[src/rtl/mem_stage_unit_pkg.sv]
// Shared CPU constants and types for the memory stage: data/register widths,
// bus timeout default and the memory-access FSM state encoding.
package mem_stage_unit_pkg;

    localparam int DATA_W          = 16;
    localparam int REG_IDX_W       = 4;
    localparam int TIMEOUT_DEFAULT = 255;

    typedef enum logic {
        ST_IDLE = 1'b0,
        ST_WAIT = 1'b1
    } mem_state_e;

    // Counter width able to hold values up to and including limit.
    function automatic int ctr_width(input int limit);
        return (limit < 1) ? 1 : $clog2(limit + 1);
    endfunction

endpackage

[src/rtl/mem_stage_unit_timeout.sv]
// Bus-wait timeout counter: cleared on entry to WAIT, counts stalled WAIT cycles,
// and flags expiry during the LIMIT-th stalled WAIT cycle.
module mem_timeout_ctr
    import mem_stage_unit_pkg::*;
#(
    parameter int LIMIT = TIMEOUT_DEFAULT
) (
    input  logic clk,
    input  logic rst,
    input  logic clear,
    input  logic enable,
    output logic expired
);

    localparam int CW = ctr_width(LIMIT);
    localparam logic [CW-1:0] LAST = CW'(LIMIT - 1);

    logic [CW-1:0] count;

    always_ff @(posedge clk or posedge rst) begin
        if (rst) begin
            count <= '0;
        end else if (clear) begin
            count <= '0;
        end else if (enable && (count != LAST)) begin
            count <= count + CW'(1);
        end
    end

    // Expiry is the edge at which the count would step onto LIMIT.
    assign expired = enable && (count == LAST);

endmodule

[src/rtl/mem_stage_unit.sv]
// Pipeline MEM stage: data-memory handshake with stall/timeout, branch resolution
// and the MEM/WB result register.
module mem_stage_unit
    import mem_stage_unit_pkg::*;
#(
    parameter int TIMEOUT = TIMEOUT_DEFAULT
) (
    input  logic                 clk,
    input  logic                 rst,
    input  logic [DATA_W-1:0]    mem_alu_result,
    input  logic [DATA_W-1:0]    mem_rs2_data,
    input  logic [REG_IDX_W-1:0] mem_rd,
    input  logic [DATA_W-1:0]    mem_branch_target,
    input  logic                 mem_reg_write,
    input  logic                 mem_mem_read,
    input  logic                 mem_mem_write,
    input  logic                 mem_mem_to_reg,
    input  logic                 mem_branch,
    input  logic                 mem_branch_ne,
    input  logic                 mem_zero,
    output logic                 dmem_req,
    output logic                 dmem_we,
    output logic [DATA_W-1:0]    dmem_addr,
    output logic [DATA_W-1:0]    dmem_wdata,
    input  logic                 dmem_ack,
    input  logic [DATA_W-1:0]    dmem_rdata,
    output logic                 stall_mem,
    output logic                 branch_taken,
    output logic [DATA_W-1:0]    redirect_pc,
    output logic [DATA_W-1:0]    wb_result,
    output logic [REG_IDX_W-1:0] wb_rd,
    output logic                 wb_reg_write,
    output logic                 bus_error
);

    mem_state_e state, state_nxt;

    logic access;
    logic in_wait;
    logic req_int;
    logic stall_int;
    logic ctr_clear;
    logic ctr_enable;
    logic timeout_fire;
    logic load_wb;
    logic use_rdata;

    assign access    = mem_mem_read | mem_mem_write;
    assign in_wait   = (state == ST_WAIT);
    assign req_int   = (~in_wait & access) | in_wait;
    assign stall_int = req_int & ~dmem_ack;

    // Port-level views are forced low during reset so the bus request drops at once.
    assign dmem_req     = req_int & ~rst;
    assign stall_mem    = stall_int & ~rst;
    assign dmem_we      = mem_mem_write;
    assign dmem_addr    = mem_alu_result;
    assign dmem_wdata   = mem_rs2_data;
    assign redirect_pc  = mem_branch_target;
    assign branch_taken = ((mem_branch & mem_zero) | (mem_branch_ne & ~mem_zero)) & ~stall_mem;

    assign ctr_enable = in_wait & ~dmem_ack;

    mem_timeout_ctr #(
        .LIMIT (TIMEOUT)
    ) u_timeout (
        .clk     (clk),
        .rst     (rst),
        .clear   (ctr_clear),
        .enable  (ctr_enable),
        .expired (timeout_fire)
    );

    always_ff @(posedge clk or posedge rst) begin
        if (rst) begin
            state <= ST_IDLE;
        end else begin
            state <= state_nxt;
        end
    end

    always_comb begin
        state_nxt = state;
        ctr_clear = 1'b0;
        case (state)
            ST_IDLE: begin
                if (access && !dmem_ack) begin
                    state_nxt = ST_WAIT;
                    ctr_clear = 1'b1;
                end
            end
            ST_WAIT: begin
                if (dmem_ack || timeout_fire) begin
                    state_nxt = ST_IDLE;
                end
            end
            default: state_nxt = ST_IDLE;
        endcase
    end

    // A write wins over a read, so store data never reaches the register file.
    assign use_rdata = mem_mem_read & mem_mem_to_reg & ~mem_mem_write;
    assign load_wb   = ~stall_int | timeout_fire;

    always_ff @(posedge clk or posedge rst) begin
        if (rst) begin
            wb_result    <= '0;
            wb_rd        <= '0;
            wb_reg_write <= 1'b0;
            bus_error    <= 1'b0;
        end else begin
            if (load_wb) begin
                wb_result    <= use_rdata ? dmem_rdata : mem_alu_result;
                wb_rd        <= mem_rd;
                wb_reg_write <= mem_reg_write & ~timeout_fire;
            end
            if (timeout_fire) begin
                bus_error <= 1'b1;
            end
        end
    end

endmodule

[config.mk]
export PLATFORM = sky130hd
export DESIGN_NAME = mem_stage_unit
export DESIGN_NICKNAME = d
export VERILOG_FILES = /design/src/rtl/mem_stage_unit_pkg.sv /design/src/rtl/mem_stage_unit_timeout.sv /design/src/rtl/mem_stage_unit.sv
export SDC_FILE = /design/constraint.sdc
export NUM_CORES = 1
export LEC_CHECK = 0
export CORE_MARGIN = 4
export CORE_UTILIZATION = 34
export DETAILED_ROUTE_END_ITERATION = 8
export PLACE_DENSITY_LB_ADDON = 0.12
export SYNTH_ARGS = -nofsm -noshare
export SYNTH_HDL_FRONTEND = slang
export SYNTH_SLANG_ARGS = --single-unit
export TNS_END_PERCENT = 20
[constraint.sdc]
create_clock -name clk -period 2.44 [get_ports clk]
set_clock_uncertainty 0.1 [all_clocks]
set_input_delay 0.488 -clock clk [delete_from_list [all_inputs] [get_ports clk]]
set_output_delay 0.488 -clock clk [all_outputs]
set_load 0.01 [all_outputs]
# --- Word-level counts from Yosys, hierarchy flattened ---
# Index checks and enable logic that the tools add are counted.
word_totals:
  output_inout_bits: 74
  regBits: 31
  input_bits: 78
  elab_cells: 45
classes:
  n_mux: 7
  n_eq_ne: 2
  n_addsub: 1
  n_bitwise: 23
  reduce_logical: 6
ops:
  columns: ["cell", "n"]
  rows:
  - ["$mux W16", 1]
  - ["$mux W8", 2]
  - ["$and A1 B1 Y1", 11]
  - ["$add A8 B1 Y8 const B", 1]
  - ["$eq A8 B8 Y1 const B", 1]
  - ["$ne A8 B8 Y1 const B", 1]
  - ["$not A1 Y1", 8]
  - ["$or A1 B1 Y1", 4]
  - ["$logic_and A1 B1 Y1", 3]
  - ["$mux W1", 3]
  - ["$pmux W1 S2", 1]
  - ["$reduce_bool A2 Y1", 1]
  - ["$logic_not A1 Y1", 1]
  - ["$logic_or A1 B1 Y1", 1]

# --- Longest topological paths before layout ---
# Gate-level depths: netlist of run 1.
logic_depth:
  word_depth: 7
  ltp_mapped: 7
  depth_no_buf: 5

# --- Modules after synthesis ---
# Synthesis of run 1 repeated with hierarchy kept, for this count alone.
hier_totals:
  hier_cells: 200
  hier_area_um2: 1979.4
modules_own_cells:
  columns: ["mod", "instances", "seq_area_each_um2", "cells_each", "area_each_um2"]
  rows:
  - ["mem_stage_unit", 1, 575.6, 150, 1496.4]
  - ["mem_timeout_ctr", 1, 200.2, 50, 483.0]

# --- Worst setup path before layout of run 1 ---
# No wires, ideal clock.
synth_path:
  kind: "register to register"
  from: "reg u_timeout.count[0]"
  to: "reg wb_rd[0]"
  n_path_buf: 2
  synth_period_minus_slack_ps: 2004
  setup_ps: 125
  arrival_ps: 1778
  stages_incl_launch_ff: 8
  path_slack_ps: 436
  required_time_ps: 2215
  path_cell_list: "dfrtp_1 inv_1 ha_1 and3_4 buf_6 a311o_1 buf_6 mux2_4"
synth_via:
  elab_chain_cells: 3
synth_rtl:
  columns: ["item", "line", "source"]
  rows:
  - ["start: declaration", "mem_stage_unit_timeout.sv:18", "logic [CW-1:0] count;"]
  - ["start signal: assignment", "mem_stage_unit_timeout.sv:26", "count <= count + CW'(1);"]
  - ["$eq A8 B8 Y1", "mem_stage_unit_timeout.sv:31", "assign expired = enable && (count == LAST);"]
  - ["$logic_and A1 B1 Y1", "mem_stage_unit_timeout.sv:31", null]
  - ["$or A1 B1 Y1", "mem_stage_unit.sv:103", "assign load_wb = ~stall_int | timeout_fire;"]
  - ["end signal: assignment", "mem_stage_unit.sv:114", "wb_rd <= mem_rd;"]
  - ["end: declaration", "mem_stage_unit.sv:31", "output logic [REG_IDX_W-1:0] wb_rd,"]
# Every way passes these cells.
# A chain may end at the register's enable or synchronous reset.

# --- Worst setup path in the final report of run 1 ---
layout_path:
  from: "in mem_mem_write"
  to: "out branch_taken"
layout_via:
  elab_chain_cells: 7
layout_rtl:
  columns: ["item", "line", "source"]
  rows:
  - ["start: declaration", "mem_stage_unit.sv:16", "input logic mem_mem_write,"]
  - ["$or A1 B1 Y1", "mem_stage_unit.sv:48", "assign access = mem_mem_read | mem_mem_write;"]
  - ["$and A1 B1 Y1", "mem_stage_unit.sv:50", "assign req_int = (~in_wait & access) | in_wait;"]
  - ["$or A1 B1 Y1", "mem_stage_unit.sv:50", null]
  - ["$and A1 B1 Y1", "mem_stage_unit.sv:51", "assign stall_int = req_int & ~dmem_ack;"]
  - ["$and A1 B1 Y1", "mem_stage_unit.sv:55", "assign stall_mem = stall_int & ~rst;"]
  - ["$not A1 Y1", "mem_stage_unit.sv:60", "assign branch_taken = ((mem_branch & mem_zero) | (mem_branch_ne & ~mem_zero)) & ~stall_mem;"]
  - ["$and A1 B1 Y1", "mem_stage_unit.sv:60", null]
  - ["end: declaration", "mem_stage_unit.sv:28", "output logic branch_taken,"]
# Every way passes these cells.

==> results of run 1 <==
-- power groups by stage --
stage,Combinational (W),Clock [W],Sequential [W]
detailed placement,0.000424,0,0.000617
floorplan,0.000232,0,0.000632
finish,0.000417,0.000406,0.000609
global placement,0.000420,0,0.000615
global route,0.000446,0.000450,0.000617
CTS,0.000425,0.000426,0.000609
-- worst register-to-register path, stage by stage (launching register included) --
cell and delay (ns):
dfrtp_1 0.41, inv_1 0.06, ha_1 0.23, and3_4 0.21
a311o_1 0.40, buf_4 0.20, mux2_4 0.30
-- final cells by class --
| cell class | instances | area, um2 |
|---|---|---|
| clock buffers | 6 | 82.6 |
| clock inverters | 1 | 5.00 |
| fillers | 489 | 2880 |
| inverters | 6 | 22.5 |
| multi-input cells | 85 | 815 |
| flip-flops and latches | 31 | 776 |
| well taps | 72 | 90.1 |
| repair buffers | 96 | 972 |
-- Yosys cell counts (all sizes together) --
master / number
clkbuf: 2
nor3b: 1
o31ai: 2
nor2: 4
a311oi: 1
nand3b: 2
buf: 52
or3: 1
o21ai: 3
nor3: 5
a211oi: 3
nand3: 3
and3b: 1
and4b: 1
and2: 1
inv: 6
and4: 1
nor2b: 2
mux2: 36
o211a: 1
a31oi: 2
a31o: 1
nor4b: 1
nand4: 2
ha: 2
and3: 2
dfrtp: 31
a311o: 1
mux2i: 2
a21oi: 4
-- registers in the layout, indices dropped and copies added (netlist names) --
signal and cells:
wb_result 16, u_timeout.count 8, wb_rd 4, bus_error 1, in_wait 1, wb_reg_write 1
-- stage by stage --
step	instance area (um2)	util, %	total power (W)
CTS	2760	49.0	0.00146
finish	2760	49.0	0.00143
floorplan	2020	-	0.000864
global placement	2670	47.4	0.00103
global route	2760	49.0	0.00151
detailed placement	2670	47.4	0.00104
-- worst max-delay path by stage --
| stage | start | to | slack (ns) |
|---|---|---|---|
| floorplan | u_timeout.count[0]$_DFFE_PP0P_ | wb_rd[0]$_DFFE_PP0P_ | 0.44 |
| global placement | mem_mem_write | branch_taken | -0.07 |
| detailed placement | mem_mem_write | branch_taken | -0.12 |
| CTS | mem_mem_write | branch_taken | 0.17 |
| global route | mem_mem_write | branch_taken | 0.1 |
| finish | mem_mem_write | branch_taken | 0.18 |
-- cell families (layout without fill, tap and decap cells) --
logic type | Yosys count | after routing | share of synthesized area [%]
buffers and inverters | 60 | 109 | 21.4
adder cells (fa/ha/maj) | 2 | 2 | 1.24
AO/OA/AOI/OAI | 18 | 18 | 6.08
multiplexers | 38 | 38 | 24.4
AND/OR/NAND/NOR | 27 | 27 | 8.37
flip-flops | 31 | 31 | 38.5
-- per-layer routing --
layer	global-route usage (%)	share of wire [%]	vias to the layer above
met2	22.5	51	82
met3	5.92	10	22
met1	14.7	36	675
li1	-	-	665
met4	7.48	2.8	0
met5	0	0	-
==> results.md, run 1 <==
Run status:
- The flow ran to the end, and the final reports show no timing, DRC or antenna violations.

Pwr:
- Across the VDD grid, the largest voltage drop is 295 uV.
- The net switching component of the power is 0.000369 W.
- In this run switching power makes up 25.8% of total power.
- Combinational cells account for 29.1% of the total power.
- Dividing total power by cell area gives a power density of 518 nW/um2.
- Summed over all cells, the static leakage comes to 1.20 nW.
- The clock network is responsible for 28.3% of the overall power.
- The internal power of the cells totals 0.00106 W.
- Of the total power, registers draw 42.6%.

Logic synthesis:
- Synthesis inferred 31 register bits.
- The synthesized netlist net count is 256.
- By area the synthesized netlist is led by dfrtp_1 38%, buf_4 18%, mux2_4 13%.
- In this run, distinct cell masters in the synthesized netlist total 33.
- The synthesized instance count is 176.
- The fraction of synthesized cell area taken by the top area cell type is 38.5%.
- The share of synthesized area occupied by flip-flops and latches is 38.5%.
- The area of the mapped netlist is 2020 um2.
- After synthesis, the mean cell area works out to 11.5 um2.
- The most area-hungry cell type in the Yosys netlist is dfrtp_1.
- The count of yosys warnings during synthesis is 0.

Drt:
- Using the TritonRoute via totals, the vias-per-cell ratio works out to 4.86.
- After detailed routing, the number of remaining DRC violations is 0.
- The number of vias after detailed routing is 1,444.
- In this run the remaining antenna-violating nets after routing total 0.
- The routed wire length is 4.91 mm.
- The first-pass iteration count of the detailed router is 4.
- The starting DRC count in detailed routing is 31.
- The wire length per cell after detailed routing is 16.5 um.

Cells and area:
- The area growth from synthesis to layout is 37.0%.
- Leaving out filler cells and counting taps, the final layout contains 297.
- Leaving out fill and tap cells, the most frequent cells in the layout are 84 x clkdlybuf4s50_1, 31 x dfrtp_1, 18 x mux2_4, 18 x mux2_2.
- The proportion of layout cells with a drive suffix above 1 is 24.4%.
- The most common library cell in the layout ignoring fill and taps is clkdlybuf4s50_1.
- In the final design database the tool counted 305 nets.
- The antenna cell count is 0.

STA:
- The worst path in the final design needs a cycle of 2.26 ns, including I/O delays and setup.
- For the pin with the worst max-slew slack, the measured transition is 0.372 ns.
- Setup repair after global routing left no endpoint under its margin.
- The number of pins with negative max-slew slack in the final report was 0.
- The final clock period utilization by the worst path is 92.5%.
- The number of hold violations in the final report is 0.
- The post-route worst hold slack is 0.385 ns.
- The setup-violating endpoint count in the final report is 0.
- In the post-route analysis, the smallest setup slack over all paths is 0.183 ns.
- The final setup TNS is 0 ns.
- Measured against its own limit, the worst slew margin works out to 75.2%.
- For this run, the top clock speed supported by timing is 0.443 GHz.

Clock network:
- For this design, the CTS-stage hold fixing added 0 buffers.
- The level count of the clock H-tree is 2.
- The number of setup buffers added after CTS is 0.
- In this run the clock root is driven by a clkbuf_8.
- The TritonCTS clock tree is done.
- The clock latency on the worst-skew pair is 0.28 ns.
- Clock tree synthesis found a total of 31 sinks.
- After clock tree synthesis, the clock-pin slew on the worst setup and hold paths is 0.06 ns.
- The number of gates resized after cts is 4.
- Counting along the longest clock path gives a buffer depth of 2.
- Clock tree synthesis inserted a total of 5 buffers.

GRT:
- Entering global routing, the biggest net connects 25 pins.
- The total global-route track usage is 13.6%.
- The via count of the first global-routing pass is 1,561.
- The number of antenna violations at the first check in global routing was 0.
- The first-pass GRT wire length is 7.77 mm.
- The overall overflow remaining after global route is 0.

Setup path:
- The register-to-register path setup slack is 0.41 ns.
- The startpoint identified for the worst register-to-register timing path is u_timeout.count[0]$_DFFE_PP0P_.
- The depth of the worst register-to-register path is 6.
- Walking the worst path, the cells encountered are clkdlybuf4s50_1 -> nor3_2 -> nor3_1 -> nor2_1 -> dlygate4sd2_1.
- The largest incremental delay on the critical path is 0.54 ns.
- The endpoint of the worst-slack reg-to-reg timing path is wb_result[5]$_DFFE_PP0P_.
- Broken down by cell family, the worst path's largest delay share belongs to buffers and inverters.
- The critical-path maximum fanout is 4.
- The number of buffers and inverters on the critical path is 2.
- The slowest stage of the critical path is the clkdlybuf4s50_1 cell.
- The type of the setup path with the least slack is input port to output pin.
- The worst setup path is captured at an output pin.
- At the worst endpoint, the arrival time is 1.67 ns.
- The startpoint type of the worst setup path is an input port.
- The path length in cells of the critical path is 5.
- The endpoint required time on the critical path is 1.85 ns.

Run:
- The count of max-cap constraint violations is 0.

Hold path:
- The capture endpoint of the worst hold path is bus_error$_DFFE_PP0P_.
- The path category of the worst min-delay check is flip-flop to flip-flop.
- Counting instances, the worst hold path has a depth of 1.
- The origin of the worst min-delay path is bus_error$_DFFE_PP0P_.

Placement:
- Detailed placement finished with a half-perimeter wire length of 3.92 mm.
- The minimum setup slack after placement is -0.121 ns.
- The final RePlAce weighted congestion is 0.796.
- The number of placed instances, taps included, is 290.
- The count of port buffers added during placement is 87.

Die:
- 152 I/O pins were placed.
- Row generation in the floorplan step produced 27 rows.
- For this configuration, the core starts out at a cell density of 35.8%.
- The die height is 85.0 um.
- The width of the die is 85.0 um.
- The total area inside the core boundary comes to 5640 um2.
- The die footprint is 7230 um2.
(Power assumes the default switching activity.)
==> run 2: changes to the inputs <==
TNS_END_PERCENT = 5   (was 20)
==> results of run 2 <==
Final layout, timing and power as in run 1 (identical DEF).
